**src/rtl/v810_pkg.sv**
```systemverilog
`timescale 1ns/1ps
`default_nettype none
// ============================================================================
//  Module      : v810_pkg
//  Description : Shared constants for the V810 memory-access unit: the
//                execution-unit access-size encoding carried on EDBC and a
//                helper that classifies a size as a full 32-bit access.
//  Revision    : 1.0 - initial release
// ============================================================================
package v810_pkg;

    // EDBC access-size encoding
    localparam logic [1:0] SZ_BYTE = 2'd0;
    localparam logic [1:0] SZ_HALF = 2'd1;
    localparam logic [1:0] SZ_WORD = 2'd2;
    localparam logic [1:0] SZ_RSVD = 2'd3;   // behaves exactly like SZ_WORD

    // True for accesses that need all 32 bits (word and the reserved code).
    function automatic logic is_word(input logic [1:0] sz);
        return (sz == SZ_WORD) || (sz == SZ_RSVD);
    endfunction

endpackage : v810_pkg
`default_nettype wire

```
**src/rtl/v810_mem.sv**
```systemverilog
`timescale 1ns/1ps
`default_nettype none
// ============================================================================
//  Module      : v810_mem
//  Description : Execution-unit to external-bus bridge for the V810 core.
//                Runs IDLE -> T1 -> T2 bus cycles with wait states, splits a
//                32-bit access into two halfword cycles when the device
//                reports a 16-bit port, and returns read data with a
//                one-cycle EDACK completion pulse.
//  Revision    : 1.0 - initial release
//
//  Ports
//    CLK     in   1   clock, rising edge
//    RES     in   1   asynchronous active-high reset
//    CE      in   1   clock enable; nothing changes while low
//    EDA     in  32   execution-unit address
//    EDD_O   in  32   write data, already lane-aligned
//    EDD_I   out 32   read data to execution unit (held until next read)
//    EDBC    in   2   access size (byte/half/word/reserved=word)
//    EDBE    in   4   active-high byte enables
//    EDWR    in   1   1 = write, 0 = read
//    EDREQ   in   1   request, held with operands until EDACK
//    EDACK   out  1   one-cycle completion pulse
//    A       out 32   bus address (word aligned)
//    D_I     in  32   bus read data
//    D_O     out 32   bus write data
//    BEn     out  4   active-low byte enables
//    DAn     out  1   data strobe, low in T2
//    MRQn    out  1   memory request, low in T1 and T2
//    RW      out  1   1 = read, 0 = write
//    BCYSTn  out  1   bus-cycle start, low in T1 (first T2 under bypass)
//    READYn  in   1   low ends the current T2
//    SZRQn   in   1   low together with READYn = 16-bit device
// ============================================================================
module v810_mem
    import v810_pkg::*;
(
    input  logic        CLK,
    input  logic        RES,
    input  logic        CE,
    input  logic [31:0] EDA,
    input  logic [31:0] EDD_O,
    output logic [31:0] EDD_I,
    input  logic [1:0]  EDBC,
    input  logic [3:0]  EDBE,
    input  logic        EDWR,
    input  logic        EDREQ,
    output logic        EDACK,
    output logic [31:0] A,
    input  logic [31:0] D_I,
    output logic [31:0] D_O,
    output logic [3:0]  BEn,
    output logic        DAn,
    output logic        MRQn,
    output logic        RW,
    output logic        BCYSTn,
    input  logic        READYn,
    input  logic        SZRQn
);

    typedef enum logic [1:0] {
        S_IDLE = 2'd0,
        S_T1   = 2'd1,
        S_T2   = 2'd2
    } state_t;

    // Debug control, written hierarchically by a bench: 1 = start cycles in T2.
    logic dbg_bypass = 1'b0;

    state_t      r_state;
    logic        r_hi;        // second halfword cycle of a split word access
    logic [15:0] r_lo;        // low half captured from the first split cycle
    logic        r_edack;
    logic [31:0] r_eddi;
    logic [31:0] r_a;
    logic [31:0] r_dout;
    logic [3:0]  r_be_n;
    logic        r_da_n;
    logic        r_mrq_n;
    logic        r_rw;
    logic        r_bcyst_n;

    logic        w_word;
    logic        w_split;
    logic        w_launch;
    logic        w_launch_hi;
    logic [31:0] w_dout_lo;
    logic [31:0] w_dout_hi;
    logic [31:0] w_rdata;
    logic        w_unused;

    assign w_word = is_word(EDBC);

    // A finished T2 on a 16-bit port still owes the upper half of a word.
    assign w_split = !SZRQn && w_word && !r_hi;

    // A new bus cycle starts either from IDLE on a fresh request (never in
    // the EDACK cycle, where the old request is still visible) or straight
    // out of T2 for the upper half of a split word.
    assign w_launch_hi = (r_state == S_T2);
    assign w_launch    = ((r_state == S_IDLE) && EDREQ && !r_edack) ||
                         ((r_state == S_T2) && !READYn && w_split);

    // A 16-bit device only sees D[15:0], so the upper halfword is mirrored
    // down when the low lanes are unused or when the upper half is being sent.
    assign w_dout_hi = {EDD_O[31:16], EDD_O[31:16]};
    assign w_dout_lo = (EDBE[1:0] == 2'b00) ? w_dout_hi : EDD_O;

    always_comb begin
        w_rdata = D_I;
        if (!SZRQn) begin
            if (w_word)
                w_rdata = {D_I[15:0], r_lo};
            else if (EDBE[1:0] == 2'b00)
                w_rdata = {D_I[15:0], D_I[15:0]};
        end
    end

    // The bus address is always word aligned, so EDA[1:0] has no consumer.
    assign w_unused = ^EDA[1:0];

    always_ff @(posedge CLK or posedge RES) begin
        if (RES) begin
            r_state   <= S_IDLE;
            r_hi      <= 1'b0;
            r_lo      <= 16'h0000;
            r_edack   <= 1'b0;
            r_eddi    <= 32'h0000_0000;
            r_a       <= 32'h0000_0000;
            r_dout    <= 32'h0000_0000;
            r_be_n    <= 4'b1111;
            r_da_n    <= 1'b1;
            r_mrq_n   <= 1'b1;
            r_rw      <= 1'b1;
            r_bcyst_n <= 1'b1;
        end else if (CE) begin
            r_edack <= 1'b0;
            if (w_launch) begin
                if (w_launch_hi) begin
                    r_lo <= D_I[15:0];
                    r_hi <= 1'b1;
                end
                r_state   <= dbg_bypass ? S_T2 : S_T1;
                r_a       <= {EDA[31:2], 2'b00};
                r_rw      <= ~EDWR;
                r_mrq_n   <= 1'b0;
                r_bcyst_n <= 1'b0;
                r_da_n    <= ~dbg_bypass;
                r_be_n    <= w_launch_hi ? 4'b0011 : ~EDBE;
                r_dout    <= w_launch_hi ? w_dout_hi : w_dout_lo;
            end else begin
                case (r_state)
                    S_T1: begin
                        r_state   <= S_T2;
                        r_bcyst_n <= 1'b1;
                        r_da_n    <= 1'b0;
                    end
                    S_T2: begin
                        // Start strobe lasts one cycle even under bypass.
                        r_bcyst_n <= 1'b1;
                        if (!READYn) begin
                            r_state <= S_IDLE;
                            r_hi    <= 1'b0;
                            r_edack <= 1'b1;
                            if (!r_rw)
                                r_eddi <= r_eddi;
                            else
                                r_eddi <= w_rdata;
                            r_mrq_n <= 1'b1;
                            r_da_n  <= 1'b1;
                            r_rw    <= 1'b1;
                            r_be_n  <= 4'b1111;
                        end
                    end
                    default: begin
                        r_state <= S_IDLE;
                    end
                endcase
            end
        end
    end

    assign EDACK  = r_edack;
    assign EDD_I  = r_eddi;
    assign A      = r_a;
    assign D_O    = r_dout;
    assign BEn    = r_be_n;
    assign DAn    = r_da_n;
    assign MRQn   = r_mrq_n;
    assign RW     = r_rw;
    assign BCYSTn = r_bcyst_n;

endmodule : v810_mem
`default_nettype wire

```
**config.mk**
```make
export PLATFORM = sky130hd
export DESIGN_NAME = v810_mem
export DESIGN_NICKNAME = d
export VERILOG_FILES = /design/src/rtl/v810_pkg.sv /design/src/rtl/v810_mem.sv
export SDC_FILE = /design/constraint.sdc
export NUM_CORES = 1
export LEC_CHECK = 0
export CORE_MARGIN = 2
export CORE_UTILIZATION = 48
export CTS_BUF_LIST = sky130_fd_sc_hd__clkbuf_16
export DETAILED_ROUTE_END_ITERATION = 16
export PLACE_DENSITY = 0.87
export SKIP_LAST_GASP = 1
export SLEW_MARGIN = 10
export SYNTH_ARGS = -nofsm -noshare
export SYNTH_HDL_FRONTEND = slang
export SYNTH_SLANG_ARGS = --single-unit
```
**constraint.sdc**
```tcl
create_clock -name CLK -period 7.8 [get_ports CLK]
set_input_delay 0.78 -clock CLK [delete_from_list [all_inputs] [get_ports CLK]]
set_output_delay 0.78 -clock CLK [all_outputs]
set_load 0.01 [all_outputs]
```
==> impl_summary.txt <==
----------------------------------------------------
[Routing]
  Vias post-DR ... 4111
  Detailed-route vias per instance ... 5.467
  Routed Wire Length ... 14410 um
  Average wire per standard cell ... 19.17 um
  DRC marker count from the first detailed-route iteration ... 258
  Routed Antenna Nets ... 0
  Post-route DRC violation count ... 0
  Detailed-router iteration count before antenna repair ... 4

[Yosys]
  Seq cells post-synth ... 122
  Most used DFF post-synth ... dfrtp_1
  Most common cell in the synthesized netlist ... mux2_2
  Leading cell types by count after synthesis ... mux2_2, dfrtp_1, a31oi_1
  Number of warning messages in the yosys log ... 0
  Combined area of all synthesized cells ... 0.005523 mm2
  Ys async rst share ... 100.0%
  Fraction of the yosys area taken by sequential cells ... 55.46%
  Distinct cells, synth ... 39
  Yosys top cell by area ... dfrtp_1
  Number of standard cells after synthesis ... 402
  Average cell area after synthesis ... 13.74 um2
  Number of enable-type register cells in the synthesized netlist ... 0
  Synth top area cells ... dfrtp_1, mux2_2, dfstp_2, a41oi_1, mux2_4
  Top-area cell type share of the netlist area ... 51.65%

[Status]
  Outcome ... finished clean

[Timing]
  RSZ-0062 raised after global routing ... no
  Timing-limited maximum frequency ... 0.2775 GHz
  Max-slew headroom ... 25.16%
  Post-layout minimum cycle time ... 3603 ps
  Clock Skews ... 3.587 ps
  Total count of max-transition violations in the final report ... 0
  Setup total negative slack ... 0 ps
  Slew @ Worst Pin ... 1120 ps
  Final setup violation count ... 0
  Period Utilization, post-route ... 46.19%
  Final hold violations ... 0

[Worst setup path]
  Crit-path max cell delay ... 870 ps
  Type of destination of the critical path ... flip-flop
  Cell with the largest stage delay on the worst path ... or3b_1
  Critical-path cell list ... clkdlybuf4s50_1 -> or3b_1 -> o22ai_4 -> buf_4 -> mux2_2
  Start-to-end type of the worst setup path ... primary input to flip-flop
  Critical path startpoint category ... primary input
  Reg2Reg Launch Point ... r_state[0]$_DFFE_PP0P_
  Count of cells along the worst register-to-register path ... 6
  Setup slack, reg-to-reg ... 4750 ps
  Worst Path Required ... 8090 ps
  Endpoint of the lowest-slack register-to-register path ... EDD_I[6]$_DFFE_PP0P_
  Signal arrival time at the worst endpoint ... 3890 ps
  Maximum fanout encountered on the critical timing path ... 70

[Layout]
  Post-layout instance area ... 0.008179 mm2
  Antenna cells ... 0
  Area growth from synthesis to layout ... 48.10%
  Share of cells above drive strength 1 ... 27.75%
  Final non-filler cell total ... 752
  NumNets Final ... 711
  Filler cell count in the final layout ... 779

[Placement]
  Placer Congestion ... 0.8351
  Area of placed instances ... 0.007619 mm2
  Total half-perimeter wirelength after legalization and detailed placement ... 10040 um
  Total of buffers placed on input and output ports ... 208
  Placed Cells ... 723

[Die]
  Standard-cell row count ... 39
  Core Footprint ... 0.01132 mm2
  Die area ... 0.01238 mm2
  Horiz. Die Dim ... 111.3 um
  Boundary Pins ... 214
  Die outline height ... 111.3 um
  Starting utilization of the core area ... 48.78%

[CTS]
  Number of buffers inserted during clock tree synthesis ... 17
  Hold buffer count at cts ... 0
  Cell chosen for the clock root ... clkbuf_16
  CTS tree ... yes
  Clock Sink Count ... 122
  Maximum clock insertion buffer count ... 2
  Number of H-tree levels ... 4
  Resize count post-CTS ... 0
  Postcts setup bufs ... 0
  Insertion delay to the later sink of the worst-skew pair ... 410 ps
  Clock transition at the registers of the reported paths ... 50 ps

[Flow run]
  Max-cap violation count ... 0

[Power]
  Worst VDD drop ... 0.3106 mV
  Leakage ... 3.377 nW
  Seq pwr share ... 35.5%
  PD cells ... 380.5 mW/mm2
  Relative contribution of combinational cells to total power ... 40.4%
  Fraction of power spent switching nets ... 29.18%
  Net switching power of the design ... 0.0009080 W
  Cell internal power dissipation ... 0.002204 W
  Proportion of power drawn by the clock network ... 24.1%

[Min path]
  Min-Delay Endpoint ... r_hi$_DFFE_PP0P_
  Worst Hold Class ... flip-flop to flip-flop
  Depth of the worst hold-timing path ... 2
  Worst hold path startpoint ... r_hi$_DFFE_PP0P_

[GRT]
  First-pass GRT wire length ... 23160 um
  Overall fraction of global-route tracks in use ... 24.16%
  Overall overflow remaining after global route ... 0
  Initial antenna violation count ... 0
  Number of global-route vias before repair ... 4399
  Largest net degree at the start of global routing ... 79

----------------------------------------------------
cell families after synthesis:
group / share of synthesized area (%)
AO/OA/AOI/OAI: 8.428
adder cells (fa/ha/maj): 0.6797
buffers and inverters: 4.191
flip-flops: 55.46
multiplexers: 26.30
other: 0.06790
AND/OR/NAND/NOR: 4.871
cell type report:
| class | count | area (um2) | share of cell area [%] |
|---|---|---|---|
| multi-input cells | 240 | 2240 | 27.38 |
| flip-flops and latches | 122 | 3063 | 37.45 |
| clock buffers | 17 | 425.4 | 5.201 |
| well taps | 143 | 178.9 | 2.188 |
| clock inverters | 12 | 135.1 | 1.652 |
| inverters | 6 | 25.02 | 0.3060 |
| repair buffers | 212 | 2112 | 25.82 |
metrics by stage:
stage / power [W] / setup slack, ps / util (%) / hold WS [ps]
6_report: 0.003112 / 4197 / 72.25 / 479.4
3_3_place_gp: 0.002321 / 3887 / 67.30 / 456.2
2_1_floorplan: 0.001688 / 3791 / - / 440.6
5_1_grt: 0.003271 / 4007 / 72.25 / 501.7
3_5_place_dp: 0.002369 / 3790 / 67.30 / 463.2
4_1_cts: 0.003143 / 4233 / 72.25 / 476.6
critical path: cells and delay by family:
kind / cells / cell delay (ps)
mux: 1 / 420
buf+inv: 2 / 1550
simple gates: 1 / 870
compound gates: 1 / 190
power by group through the flow:
stage | clock network (W) | logic (W) | registers (W)
2_1_floorplan | 0 | 0.000479 | 0.00121
3_3_place_gp | 0 | 0.00123 | 0.00109
3_5_place_dp | 0 | 0.00126 | 0.00111
4_1_cts | 0.000769 | 0.00127 | 0.00111
5_1_grt | 0.000795 | 0.00133 | 0.00114
6_report | 0.000750 | 0.00126 | 0.00111
layout by cell type, fill, tap and decap left out, types with 6 or more instances in the layout:
cell type | netlist | final
dfrtp_1 | 114 | 114
o21ai_0 | 16 | 16
clkdlybuf4s50_1 | 0 | 208
clkbuf_16 | 0 | 17
dfstp_2 | 8 | 8
a31oi_1 | 19 | 19
inv_1 | 6 | 6
a41oi_1 | 16 | 16
mux2_4 | 9 | 9
nand3b_1 | 18 | 18
mux2_2 | 117 | 117
state kept, by name (all words and copies together) (netlist names):
| register | flops |
|---|---|
| RW | 1 |
| A | 30 |
| MRQn | 1 |
| r_hi | 1 |
| r_state | 2 |
| EDD_I | 32 |
| D_O | 32 |
| BEn | 4 |
| DAn | 1 |
| BCYSTn | 1 |
| EDACK | 1 |
| r_lo | 16 |
worst max path at each step:
| stage | start | endpoint | slack (ps) | depth (start not counted) |
|---|---|---|---|---|
| floorplan | RES | A[10]$_DFFE_PP0P_ | 3790 | 1 |
| detailed placement | SZRQn | A[11]$_DFFE_PP0P_ | 3790 | 5 |
| global placement | SZRQn | A[14]$_DFFE_PP0P_ | 3890 | 5 |
| CTS | SZRQn | A[11]$_DFFE_PP0P_ | 4230 | 5 |
| finish | SZRQn | A[11]$_DFFE_PP0P_ | 4200 | 5 |
| global route | SZRQn | A[11]$_DFFE_PP0P_ | 4010 | 5 |
routing by layer:
metal	global-route usage (%)	vias to the layer above	routed length (um)
met5	0	-	0
met4	9.053	0	398
met3	9.677	28	961
met2	39.27	149	7341
met1	29.04	2060	5711
li1	-	1874	-
No activity file was read; power rests on OpenSTA's default activity.
